`config.mk`:
```
export PLATFORM = sky130hd
export DESIGN_NAME = fft_frame_sched
export DESIGN_NICKNAME = d
export VERILOG_FILES = /design/src/rtl/fft_frame_sched.sv
export SDC_FILE = /design/constraint.sdc
export NUM_CORES = 1
export LEC_CHECK = 0
export ABC_AREA = 1
export CAP_MARGIN = 20
export CORE_AREA = 2 2 67 69
export CTS_BUF_LIST = sky130_fd_sc_hd__clkbuf_2 sky130_fd_sc_hd__clkbuf_4 sky130_fd_sc_hd__clkbuf_8
export DETAILED_ROUTE_END_ITERATION = 7
export DIE_AREA = 0 0 69 71
export PLACE_DENSITY = 0.65
export SETUP_SLACK_MARGIN = 0.4
export SLEW_MARGIN = 10
export SYNTH_ARGS = -nofsm -noshare
export SYNTH_HDL_FRONTEND = slang
export SYNTH_SLANG_ARGS = --single-unit
```
`constraint.sdc`:
```
create_clock -name clk -period 1.25 [get_ports clk]
set_input_delay 0.25 -clock clk [delete_from_list [all_inputs] [get_ports clk]]
set_output_delay 0.25 -clock clk [all_outputs]
set_load 0.02 [all_outputs]
```
`src/rtl/fft_frame_sched.sv`:
```
// ============================================================================
// fft_frame_sched : frame scheduler for the pipelined FFT datapath
// Opens a frame on start, admits BLK_PER_FRAME beats, tracks the datapath
// latency and flags out_valid / out_last / done.
// Revision: 1.0
// ============================================================================
`default_nettype none

module fft_frame_sched #(
  parameter int BLK_PER_FRAME = 32,
  parameter int NUM_STG       = 5,
  parameter int PIPE_LAT      = 10,
  parameter int ALERT_MOD     = 10
) (
  input  logic                             clk,
  input  logic                             rst,
  input  logic                             start,
  input  logic                             abort,
  input  logic                             in_valid,
  output logic                             in_ready,
  output logic                             busy,
  output logic [NUM_STG-1:0]               stg_sel,
  output logic [$clog2(BLK_PER_FRAME)-1:0] beat_idx,
  output logic                             beat_en,
  output logic                             alert_mod10,
  output logic                             out_valid,
  output logic                             out_last,
  output logic                             done
);

  localparam int IDX_W = $clog2(BLK_PER_FRAME);
  localparam int ALT_W = $clog2(ALERT_MOD);
  localparam logic [IDX_W-1:0] LAST_IDX = IDX_W'(BLK_PER_FRAME - 1);
  localparam logic [ALT_W-1:0] ALT_TOP  = ALT_W'(ALERT_MOD - 1);

  typedef enum logic [1:0] {
    IDLE  = 2'd0,
    LOAD  = 2'd1,
    DRAIN = 2'd2
  } state_t;

  state_t              state;
  state_t              state_nxt;
  logic                done_nxt;
  logic [IDX_W-1:0]    beat_cnt;
  logic [ALT_W-1:0]    alt_cnt;
  logic [PIPE_LAT-1:0] vld_line;
  logic [PIPE_LAT-1:0] last_line;
  logic                accept;
  logic                last_beat;

  // in_ready is only ever high in LOAD, so it alone qualifies acceptance
  assign accept    = in_valid & in_ready & ~abort;
  assign last_beat = accept & (beat_cnt == LAST_IDX);
  assign busy      = (state != IDLE);
  assign out_valid = vld_line[PIPE_LAT-1];
  assign out_last  = last_line[PIPE_LAT-1];

  always_ff @(posedge clk or posedge rst) begin
    if (rst) begin
      state <= IDLE;
    end else begin
      state <= state_nxt;
    end
  end

  always_comb begin
    state_nxt = state;
    done_nxt  = 1'b0;
    if (abort) begin
      state_nxt = IDLE;
    end else begin
      case (state)
        IDLE:    if (start) state_nxt = LOAD;
        LOAD:    if (last_beat) state_nxt = DRAIN;
        DRAIN: begin
          if (out_last) begin
            state_nxt = IDLE;
            done_nxt  = 1'b1;
          end
        end
        default: state_nxt = IDLE;
      endcase
    end
  end

  always_ff @(posedge clk or posedge rst) begin
    if (rst) begin
      in_ready    <= 1'b0;
      done        <= 1'b0;
      beat_en     <= 1'b0;
      alert_mod10 <= 1'b0;
      beat_idx    <= '0;
      stg_sel     <= '0;
      beat_cnt    <= '0;
      alt_cnt     <= '0;
      vld_line    <= '0;
      last_line   <= '0;
    end else if (abort) begin
      in_ready    <= 1'b0;
      done        <= 1'b0;
      beat_en     <= 1'b0;
      alert_mod10 <= 1'b0;
      beat_idx    <= '0;
      stg_sel     <= '0;
      beat_cnt    <= '0;
      alt_cnt     <= '0;
      vld_line    <= '0;
      last_line   <= '0;
    end else begin
      in_ready    <= (state_nxt == LOAD);
      done        <= done_nxt;
      beat_en     <= accept;
      alert_mod10 <= accept & (alt_cnt == ALT_TOP);
      vld_line    <= (vld_line << 1) | PIPE_LAT'(accept);
      last_line   <= (last_line << 1) | PIPE_LAT'(last_beat);
      if (state == IDLE && start) begin
        beat_cnt <= '0;
        alt_cnt  <= '0;
      end else if (accept) begin
        beat_idx <= beat_cnt;
        stg_sel  <= NUM_STG'(beat_cnt);
        beat_cnt <= beat_cnt + 1'b1;
        alt_cnt  <= (alt_cnt == ALT_TOP) ? '0 : alt_cnt + 1'b1;
      end
    end
  end

endmodule

`default_nettype wire
```
Word level (Yosys, flattened, before mapping):

Cells that the tools add are included.
Widths: inputs -> output; s select.

* multiplexer cells: 23
* add/subtract/negate cells: 2
* bitwise gates (word level): 7
* eq/ne operators: 6
* reduce and logical (&&, ||, !) cells: 6

Operator list (number)
* $mux 5: 6
* $mux 10: 2
* $or 10x1->10: 2
* $mux 4: 4
* $mux 2: 4
* $mux 1: 6
* $pmux 2 s3: 1
* $add 5x1->5 const B: 1
* $eq 5x5->1 const B: 1
* $add 4x1->4 const B: 1
* $and 1x1->1: 4
* $eq 2x1->1 const B: 2
* $eq 4x4->1 const B: 1
* $reduce_bool 2->1: 2
* $reduce_bool 3->1: 1
* $eq 2x2->1 const B: 1
* $logic_not 2->1: 1
* $ne 2x2->1 const B: 1
* $reduce_and 2->1: 1
* $logic_and 1x1->1: 1
* $not 1->1: 1

* logic and storage cells: 54
* flip-flop bits (word level): 40
* output and inout port bits: 17
* bits of input ports: 5

Longest topological paths before layout:

Gate-level depths: netlist of run 1.

* depth after elaboration: 8
* gate-level depth with buffers: 8
* mapped depth without buffers: 8

Worst setup path after synthesis of run 1:

OpenSTA, ideal clock, no wires.

* path type: register to register
* start point: register beat_cnt[0]
* end point: register beat_cnt[4]
* path slack: 0.048 ns
* stages on the path, launching flop included: 7
* required time: 1.124 ns
* data arrival time: 1.076 ns
* clock period less this slack: 1.202 ns
* library setup time: 0.126 ns
* path buffers: 0
* cells stage by stage: dfrtp_1 -> ha_1 -> nand2_1 -> nor2_1 -> ha_1 -> nand3_1 -> o21ai_0

* cells in the longest elaborated chain, start to end: 4

RTL lines
* start: declaration: line 45 `logic [IDX_W-1:0] beat_cnt;`
* start signal: assignment: line 123 `beat_cnt <= beat_cnt + 1'b1;`
* $add 5x1->5: line 123
* $mux 5: line 120 `end else if (accept) begin`
* $mux 5: line 117 `if (state == IDLE && start) begin`
* $mux 5: line 99 `end else if (abort) begin`

Every way passes these cells. The select of a mux whose other input is x is not followed.
A chain may end at the register's enable or synchronous reset.

Worst setup path in the final report of run 1:

* start point: register in_ready
* end point: register beat_cnt[2]

* cells in the longest elaborated chain, start to end: 3

RTL lines
* start: declaration: line 20 `output logic in_ready,`
* start signal: assignment: line 111 `in_ready <= (state_nxt == LOAD);`
* $and 1x1->1 (2 in series): line 53 `assign accept = in_valid & in_ready & ~abort;`
* $reduce_bool 3->1 (no line)

Every way passes these cells.

==> run summary, run 1 <==
CTS tree: built
Initial DRT Pass Iterations: 4
Main flop type after synthesis: dfrtp_1
Number of enable flip-flop cells after synthesis: 0
DRT antenna net count: 0
Slew @ Worst Pin: 0.2850 ns
Mapped cell area: 1615 sq um
Post-Route WL: 3686 um
Largest net degree at the start of global routing: 21
Yosys warns: 0
Core Area: 4204 sq um
Register area share after synthesis: 60.42%
Final worst slack: -0.01678 ns
Worst skew pair latency: 0.29 ns
Clock skew: 0.006629 ns
Starting Density: 38.42%
Grt peak-use layer: met2
Met3 GRT Util: 3.989%
Total GRT Usage: 16.26%
Relative slew slack: 80.83%
Peak VDD IR: 0.0006265 V
FF/Latch Area: 983.4 sq um
Status: finished with violations
Final Hold Viols: 0
Die Height: 71 um
Crit path max fanout: 5
Fill count: 351
Initial antenna violation count: 0
Fmax: 0.7894 GHz
Top cell type's share of synthesized area: 60.42%
Root Driver: clkbuf_8
Seq cells post-synth: 39
Setup-failing EPs final: 5
Routed vias: 1,281
Post-layout min period: 1.267 ns
Critical path startpoint category: flop
Final nets: 234
Post-Synthesis Cells: 169
Leak: 1.196 nW
Total CTS buffers: 5
# diodes: 0
Total grt overflow: 0
Die W: 69 um
# IOs: 22
Setup crit end kind: flop
Cell taking the most area after synthesis: dfrtp_1
Vias in the first global route: 1,284
Synth cell types: 22
Top cells by count, synth: 39 x dfrtp_1, 34 x inv_1, 26 x nor2_1
Buffers on Ports: 21
Pwr dens: 1055 nW/um^2
Top-count cell post-synth: dfrtp_1
Total Power: 0.002675 W
Met1 Usage GRT: 19.32%
Critical path arrival: 1.45 ns
Clock-pin transition on the worst setup and hold timing paths: 0.08 ns
Worst Setup Path Type: flop to flop
CTS sink cnt: 39
DP Wirelength: 2262 um
FP Rows: 24
Layout cells sized above 1: 47.35%
Final Wtd Congestion: 0.8163
Avg Cell Area, Syn: 9.558 sq um
Cells after DPL: 254
Die Footprint: 4899 sq um
Synth-to-layout area growth: 57.01%
Non-filler cells, final: 278
Routed length per instance: 13.26 um
Multi-input gate area in the final layout: 626.9 sq um
Worst EP required: 1.43 ns
RSZ-0062 raised after global routing: yes
Max clock buf depth: 2
Max-Cap Viols: 0
Ranking of synthesized cells by area: dfrtp_1 60%, inv_1 7.9%, nor2_1 6.0%
Hold WC Path Type: primary input to asynchronous set/reset pin
Slew Limit Fails: 0
Post-synth ARST share: 100.0%
H-tree depth: 2
Drt via density: 4.608
First-pass GRT wire length: 6078 um
GRT met2 Usage: 27.78%
Syn Nets: 178
1st-iter DRT viols: 88
Failing checks: setup timing
Crit share post-route: 101.3%
Drt drc: 0
## layout make-up
type / count / area share (%)
inverters: 35 / 5.525
clock buffers: 6 / 3.256
well taps: 52 / 2.565
flip-flops and latches: 39 / 38.78
repair buffers: 57 / 23.78
clock inverters: 2 / 1.381
multi-input cells: 87 / 24.72
## kinds of logic after synthesis
| kind of cell | Yosys count | share of synthesized area [%] |
|---|---|---|
| AO/OA/AOI/OAI | 18 | 6.352 |
| XOR/XNOR | 1 | 0.5423 |
| adder cells (fa/ha/maj) | 4 | 3.098 |
| buffers and inverters | 44 | 11.85 |
| flip-flops | 39 | 60.42 |
| AND/OR/NAND/NOR | 63 | 17.74 |
## worst paths after layout
path | from | endpoint | slack [ns] | cells after the start
hold / removal | rst | vld_line[5] | 0.25 | 2
setup / recovery | in_ready | beat_cnt[2] | -0.02 | 6
setup reg to reg | in_ready | beat_cnt[2] | -0.02 | 6
hold reg to reg | vld_line[2] | vld_line[3] | 0.45 | 2
max in group asynchronous | rst | alt_cnt[0] | 0.61 | 3
min in group clk | vld_line[2] | vld_line[3] | 0.45 | 2
## routing by layer
layer / part of all wire, % / up-vias
met5: 0 / -
met4: 2.3 / 0
met3: 3.6 / 9
met2: 52 / 26
met1: 42 / 621
li1: - / 625
## power by group
part           internal [W]  total [W]  switching, W  leakage, nW
sequential          0.00127    0.00128     0.0000103        0.532
clock              0.000646    0.00108      0.000437       0.0612
combinational      0.000149   0.000310      0.000160        0.603
## flip-flops by register name (all words and copies together) (netlist names)
register / count
alert_mod10: 1
alt_cnt: 4
beat_cnt: 5
beat_idx: 5
done: 1
in_ready: 1
last_line: 10
state: 2
vld_line: 10
## worst max-delay path, stage by stage, from the launching register on
cell and delay (ns):
dfrtp_1 0.43, buf_6 0.16, a21oi_4 0.15, nand2_4 0.10, buf_12 0.14, a21oi_1 0.11, nor2_1 0.06
## timing repair
action / CTS / global route
hold buffers: 0 / 0
gates cloned: 1 / 0
pin swaps: 10 / 11
buffers inserted: 9 / 6
gates resized for setup: 139 / 22
endpoints found under the setup margin: 56 / 38
## metrics by stage
stage	setup WS [ns]	setup TNS (ns)	util, %	hold WS, ns	instance area, sq um
after floorplan	0.07211	0	-	0.2223	1670
after global placement	-0.2188	-4.464	48.96	0.4378	2058
after detailed placement	-0.2210	-4.302	48.96	0.4423	2058
after CTS	0.02840	0	57.26	0.2533	2407
after global routing	-0.09081	-0.4574	60.33	0.2707	2536
final	-0.01678	-0.05900	60.33	0.2499	2536
## placed cells by master, fill, tap and decap left out
cell / instances
a21oi_1: 3
a21oi_2: 1
a21oi_4: 2
buf_12: 5
buf_4: 20
buf_6: 28
bufinv_16: 1
clkbuf_8: 6
clkdlybuf4s50_1: 2
clkinv_2: 1
clkinvlp_4: 1
dfrtp_1: 33
dfrtp_2: 6
dlygate4sd2_1: 2
ha_2: 2
ha_4: 2
inv_1: 26
inv_2: 6
inv_4: 2
nand2_1: 14
nand2_2: 4
nand2_4: 2
nand2_8: 1
nand3_1: 5
nand3_2: 5
nand3_4: 2
nand4_1: 2
nor2_1: 23
nor2_2: 1
nor2_4: 3
nor2_8: 1
nor4_1: 1
o211ai_1: 1
o21ai_0: 1
o21ai_1: 4
o21ai_2: 4
o22ai_1: 1
o22ai_2: 1
xor2_1: 1
(Power assumes the default switching activity.)
==> run 2, diff against run 1 <==
--- a/config.mk
+++ b/config.mk
@@ -7,11 +7,13 @@
 export LEC_CHECK = 0
 export ABC_AREA = 1
 export CAP_MARGIN = 20
-export CORE_AREA = 2 2 67 69
+export CELL_PAD_IN_SITES_DETAIL_PLACEMENT = 0
+export CELL_PAD_IN_SITES_GLOBAL_PLACEMENT = 1
+export CORE_AREA = 2 2 68 70
 export CTS_BUF_LIST = sky130_fd_sc_hd__clkbuf_2 sky130_fd_sc_hd__clkbuf_4 sky130_fd_sc_hd__clkbuf_8
 export DETAILED_ROUTE_END_ITERATION = 7
-export DIE_AREA = 0 0 69 71
-export PLACE_DENSITY = 0.65
+export DIE_AREA = 0 0 70 72
+export PLACE_DENSITY = 0.78
 export SETUP_SLACK_MARGIN = 0.4
 export SLEW_MARGIN = 10
 export SYNTH_ARGS = -nofsm -noshare
==> run summary, run 2 (same netlist as run 1, synthesis figures left out) <==
Status: finished with violations
Failing checks: setup timing
Post-layout min period: 1.367 ns (+0.1002 ns)
Synth-to-layout area growth: 55.23%
Internal Power: 0.001882 W (-8.9%)
Slowest library cell on the worst path: dfrtp_1
Setup crit end kind: flop
H-tree depth: 2 (unchanged)
Die Height: 72 um (+1.4%)
DRT antenna net count: 0 (unchanged)
Worst Setup Path Type: flop to flop
Peak VDD IR: 0.0004694 V (-25%)
Slew @ Worst Pin: 0.3338 ns (+0.04881 ns)
Final Wtd Congestion: 0.8566 (+4.9%)
Drt via density: 4.708 (+2.2%)
Logic pwr share: 12.4% (+0.8 points)
Fill count: 363 (+3.4%)
Fmax: 0.7315 GHz (-7.3%)
FP Rows: 24 (unchanged)
Worst hold slack: 0.3398 ns (+0.08987 ns)
Initial antenna violation count: 0 (unchanged)
# diodes: 0 (unchanged)
Clock skew: 0.01020 ns (+0.003571 ns)
Max incr delay on CP: 0.38 ns (-0.05 ns)
Worst skew pair latency: 0.29 ns (about the same)
Routed length per instance: 13.53 um (+2.0%)
Core Area: 4264 sq um (+1.4%)
CTS sink cnt: 39 (unchanged)
Starting Density: 37.88% (-0.54 points)
Drt drc: 0 (unchanged)
CTS tree: built
RSZ-0062 raised after global routing: yes
Leak: 1.190 nW (-0.48%)
Crit path max fanout: 2 (-3)
Critical path's top delay family: flip-flops
Reg2reg start: beat_cnt[0]
R2R setup slack: -0.12 ns (-0.10 ns)
Worst EP required: 1.42 ns (about the same)
Vias in the first global route: 1,289 (+0.39%)
Net Sw Frac: 24.19% (+1.5 points)
Worst Reg-to-Reg Cells: 7 (+1)
Die Footprint: 5040 sq um (+2.9%)
Die W: 70 um (+1.4%)
Clk network pwr share: 36.0% (-4.5 points)
Biggest regs: last_line (10), vld_line (10)
Routed vias: 1,304 (+1.8%)
Clock-pin transition on the worst setup and hold timing paths: 0.08 ns (about the same)
CP Cell Sequence: ha_2 > nand2_4 > nor2_4 > ha_4 > inv_4 > o21ai_2 > a21oi_1
Total grt overflow: 0 (unchanged)
Buffers on Ports: 21 (unchanged)
Psw: 0.0006007 W (-1.2%)
Root Driver: clkbuf_8
Total GRT Usage: 15.28% (-0.98 points)
Final Hold Viols: 0 (unchanged)
Hold WC Path Type: primary input to asynchronous set/reset pin
Crit share post-route: 109.4% (+8.0 points)
Relative slew slack: 77.75% (-3.1 points)
Pwr dens: 990.3 nW/um^2 (-6.1%)
Total CTS buffers: 5 (unchanged)
Initial DRT Pass Iterations: 4 (unchanged)
Layout cells sized above 1: 46.22% (-1.1 points)
Commonest non-fill, non-tap cell in the layout: dfrtp_1
Final worst slack: -0.1170 ns (-0.1002 ns)
FF-to-FF End: in_ready
1st-iter DRT viols: 57 (-35%)
DP Wirelength: 2098 um (-7.2%)
Setup-failing EPs final: 8 (+3)
Largest net degree at the start of global routing: 40 (+90%)
# IOs: 22 (unchanged)
Most frequent cells in the layout: 34 x dfrtp_1, 30 x buf_6, 28 x inv_1, 24 x nor2_1, 19 x buf_4
First-pass GRT wire length: 5906 um (-2.8%)
Final nets: 233 (-0.43%)
Max clock buf depth: 2 (unchanged)
Critical path startpoint category: flop
Slew Limit Fails: 0 (unchanged)
Worst path bufs/invs: 1 (-1)
Max-Cap Viols: 0 (unchanged)
Critical path arrival: 1.53 ns (+0.08 ns)
Sequential Power Share: 51.6% (+3.7 points)
Aggregate negative setup slack: -0.5126 ns (-0.4536 ns)
Post-Route WL: 3748 um (+1.7%)
==> run 2: changes by cell type in the layout (fill, tap and decap cells not counted), moves of 2 or more <==
cell,delta
inv_2,-2
buf_12,-4
buf_6,+2
inv_1,+2
==> run 2: layout make-up <==
| class | count | area, sq um | area share (%) |
|---|---|---|---|
| clock inverter | 1 | 5.005 | 0.1996 |
| sequential | 39 | 982.2 | 39.17 |
| inverter | 35 | 140.1 | 5.589 |
| timing repair buffer | 56 | 585.6 | 23.35 |
| clock buffer | 7 | 90.09 | 3.593 |
| tap | 52 | 65.06 | 2.595 |
| multi-input combinational | 87 | 639.4 | 25.50 |
==> run 2: stage by stage <==
stage	utilization [%]	area (sq um)	instances	power, W	setup slack, ns
floorplan	-	1670	169	0.001412	0.07211
global placement	47.15	2011	251	0.001499	-0.2155
detailed placement	47.15	2011	251	0.001505	-0.2407
CTS	56.54	2411	272	0.002480	-0.02263
global route	58.80	2507	277	0.002593	-0.1638
finish	58.80	2507	277	0.002483	-0.1170
==> run 2: how the worst max path moves through the flow <==
stage / from / end / slack (ns) / cells past startpoint
2_1_floorplan: beat_cnt[1] / in_ready / 0.07 / 7
3_3_place_gp: in_valid / in_ready / -0.22 / 6
3_5_place_dp: in_valid / state[0] / -0.24 / 6
4_1_cts: beat_cnt[0] / state[1] / -0.02 / 8
5_1_grt: beat_cnt[0] / state[1] / -0.16 / 8
6_report: beat_cnt[0] / in_ready / -0.12 / 7
==> run 2: per-layer routing <==
layer | share of wire (%) | vias to the layer above | track usage (%)
li1 | - | 628 | -
met1 | 42 | 628 | 18.44
met2 | 51 | 36 | 26.24
met3 | 3.9 | 12 | 4.028
met4 | 2.6 | 0 | 6.197
met5 | 0 | - | 0
==> run 2: worst register-to-register path: cells and delay by family (launching register included) <==
kind	cells	cell delay, ns
AOI/OAI and AO/OA	2	0.21
adders and majority gates	2	0.38
buffers and inverters	1	0.04
DFF	1	0.38
and+or+nand+nor	2	0.23
==> run 2: repair_timing <==
item,4_1_cts,5_1_grt
endpoints found under the setup margin,55,38
cloned,2,0
pin swaps,13,16
hold buffers,0,0
buffers inserted,11,5
resized for setup,147,15
==> run 2: power groups by stage <==
| stage | Clock [W] | Sequential (W) | Combinational, W |
|---|---|---|---|
| CTS | 0.000917 | 0.00128 | 0.000281 |
| floorplan | 0 | 0.00131 | 0.000102 |
| global route | 0.000982 | 0.00128 | 0.000330 |
| detailed placement | 0 | 0.00130 | 0.000200 |
| global placement | 0 | 0.00130 | 0.000194 |
| finish | 0.000893 | 0.00128 | 0.000308 |
==> run 3, diff against run 2 <==
--- a/config.mk
+++ b/config.mk
@@ -13,7 +13,7 @@
 export CTS_BUF_LIST = sky130_fd_sc_hd__clkbuf_2 sky130_fd_sc_hd__clkbuf_4 sky130_fd_sc_hd__clkbuf_8
 export DETAILED_ROUTE_END_ITERATION = 7
 export DIE_AREA = 0 0 70 72
-export PLACE_DENSITY = 0.78
+export PLACE_DENSITY = 0.72
 export SETUP_SLACK_MARGIN = 0.4
 export SLEW_MARGIN = 10
 export SYNTH_ARGS = -nofsm -noshare
==> run summary, run 3 (same netlist as run 1, synthesis figures left out) <==
Status: finished with violations
Failing checks: setup timing
FF-to-FF End: beat_idx[3]
Hold WC Path Type: primary input to asynchronous set/reset pin
CTS sink cnt: 39 (unchanged)
Max clock buf depth: 2 (unchanged)
Initial DRT Pass Iterations: 4 (unchanged)
Setup crit end kind: flop
Routed vias: 1,272 (-2.5%)
Logic pwr share: 14.2% (+1.8 points)
Critical Path End: beat_idx[3]
Clock-pin transition on the worst setup and hold timing paths: 0.08 ns (about the same)
Fill count: 332 (-8.5%)
FP Rows: 24 (unchanged)
Largest net degree at the start of global routing: 26 (-35%)
Max incr delay on CP: 0.39 ns (about the same)
Relative slew slack: 79.62% (+1.9 points)
Worst EP required: 1.48 ns (+0.06 ns)
RSZ-0062 raised after global routing: yes
Most frequent cells in the layout: 34 x dfrtp_1, 34 x buf_6, 28 x inv_1, 22 x buf_4, 17 x nor2_1
# diodes: 0 (unchanged)
Net Sw Frac: 25.56% (+1.4 points)
Post-layout min period: 1.263 ns (-0.1042 ns)
Non-filler cells, final: 285 (+2.9%)
WL met2: 1883 um (-1.9%)
Initial antenna violation count: 0 (unchanged)
Worst Setup Path Type: flop to flop
Crit path max fanout: 6 (+4)
Final nets: 241 (+3.4%)
Die Height: 72 um (unchanged)
Slew Limit Fails: 0 (unchanged)
Worst skew pair latency: 0.29 ns (about the same)
Biggest regs: last_line (10), vld_line (10)
Drt drc: 0 (unchanged)
Die Footprint: 5040 sq um (unchanged)
CTS tree: built
Root Driver: clkbuf_8
Crit share post-route: 101.0% (-8.3 points)
Max-Cap Viols: 0 (unchanged)
Highest metal used: met4
Clock skew: 0.007990 ns (-0.002210 ns)
Final Hold Viols: 0 (unchanged)
Total GRT Usage: 15.51% (+0.23 points)
Peak VDD IR: 0.0007373 V (+57%)
Reg2reg start: state[1]
DP Wirelength: 2207 um (+5.2%)
Clk network pwr share: 34.3% (-1.7 points)
H-tree depth: 2 (unchanged)
Die W: 70 um (unchanged)
1st-iter DRT viols: 39 (-32%)
Total Power: 0.002488 W (+0.18%)
Cells after DPL: 253 (+0.80%)
CP Cell Sequence: inv_2 > buf_6 > nand3_4 > a21oi_4 > nand2_1 > o21ai_2
Critical path arrival: 1.49 ns (-0.04 ns)
WL met1: 1572 um (-0.69%)
Setup WS pre-CTS: -0.2606 ns (-0.01983 ns)
Critical path startpoint category: flop
Buffers on Ports: 21 (unchanged)
Total CTS buffers: 5 (unchanged)
Drt via density: 4.463 (-5.2%)
Setup-failing EPs final: 2 (-6)
First element of the critical path: state[1]
Starting Density: 37.88% (unchanged)
Final Wtd Congestion: 0.8700 (+1.6%)
Pwr dens: 926.0 nW/um^2 (-6.5%)
Worst Reg-to-Reg Cells: 6 (-1)
Post-CTS Hold Buffers: 0 (unchanged)
Fmax: 0.7919 GHz (+8.3%)
Psw: 0.0006358 W (+5.8%)
Post-Route WL: 3618 um (-3.5%)
Final worst slack: -0.01277 ns (+0.1042 ns)
First-pass GRT wire length: 6065 um (+2.7%)
Total grt overflow: 0 (unchanged)
Internal Power: 0.001852 W (-1.6%)
Sequential Power Share: 51.5% (about the same)
Vias in the first global route: 1,300 (+0.85%)
Slew @ Worst Pin: 0.3057 ns (-0.02813 ns)
DRT antenna net count: 0 (unchanged)
Met3 wire length: 106 um (-27%)
Synth-to-layout area growth: 66.31%
# IOs: 22 (unchanged)
Routed length per instance: 12.69 um (-6.2%)
Leak: 1.228 nW (+3.2%)
Slowest library cell on the worst path: dfrtp_1
Layout cells sized above 1: 55.79% (+9.6 points)
R2R setup slack: -0.01 ns (+0.10 ns)
Core Area: 4264 sq um (unchanged)
-- run 3: per-layer routing --
metal | vias up | GRT usage (%)
li1 | 638 | -
met1 | 614 | 19.77
met2 | 13 | 25.19
met3 | 7 | 4.306
met4 | 0 | 6.410
met5 | - | 0
-- run 3: worst min-delay path by stage --
stage	startpoint	endpoint	cells past startpoint
after floorplan	rst	alert_mod10	1
after global placement	state[0]	done	1
after detailed placement	state[0]	done	1
after CTS	rst	beat_idx[3]	3
after global routing	rst	beat_idx[3]	3
final	rst	beat_idx[1]	3
-- run 3: cell type report --
cell class / instances / area (sq um) / share of cell area (%)
Multi-Input combinational cell: 87 / 739.5 / 27.53
Sequential cell: 39 / 982.2 / 36.56
Clock inverter: 2 / 12.51 / 0.4658
Clock buffer: 6 / 76.32 / 2.841
Timing Repair Buffer: 64 / 673.1 / 25.06
Tap cell: 52 / 65.06 / 2.422
Inverter: 35 / 137.6 / 5.123
-- run 3: stage by stage --
stage / util, % / hold WS [ns] / setup TNS [ns] / area (sq um)
floorplan: - / 0.2223 / 0 / 1670
global placement: 47.80 / 0.4357 / -4.570 / 2038
detailed placement: 47.80 / 0.4534 / -5.081 / 2038
CTS: 59.54 / 0.3227 / -0.002916 / 2539
global route: 63.00 / 0.3451 / -0.6916 / 2686
finish: 63.00 / 0.3220 / -0.02114 / 2686
-- run 3: power by group through the flow --
stage,sequential (W),clock (W),combinational [W]
after floorplan,0.00131,0,0.000102
after global placement,0.00130,0,0.000202
after detailed placement,0.00130,0,0.000206
after CTS,0.00128,0.000880,0.000318
after global routing,0.00128,0.000939,0.000376
final,0.00128,0.000854,0.000353
-- run 3: what timing repair did --
| item | 4_1_cts | 5_1_grt |
|---|---|---|
| buffers inserted | 14 | 8 |
| cloned | 2 | 0 |
| endpoints found under the setup margin | 56 | 39 |
| pin swaps | 22 | 17 |
| resized for setup | 170 | 22 |
-- run 3: critical path, delay by kind of cell (launching register included) --
family | cells | cell delay, ns
AOI/OAI and AO/OA | 2 | 0.34
buffers and inverters | 2 | 0.19
DFF | 1 | 0.39
and+or+nand+nor | 2 | 0.28
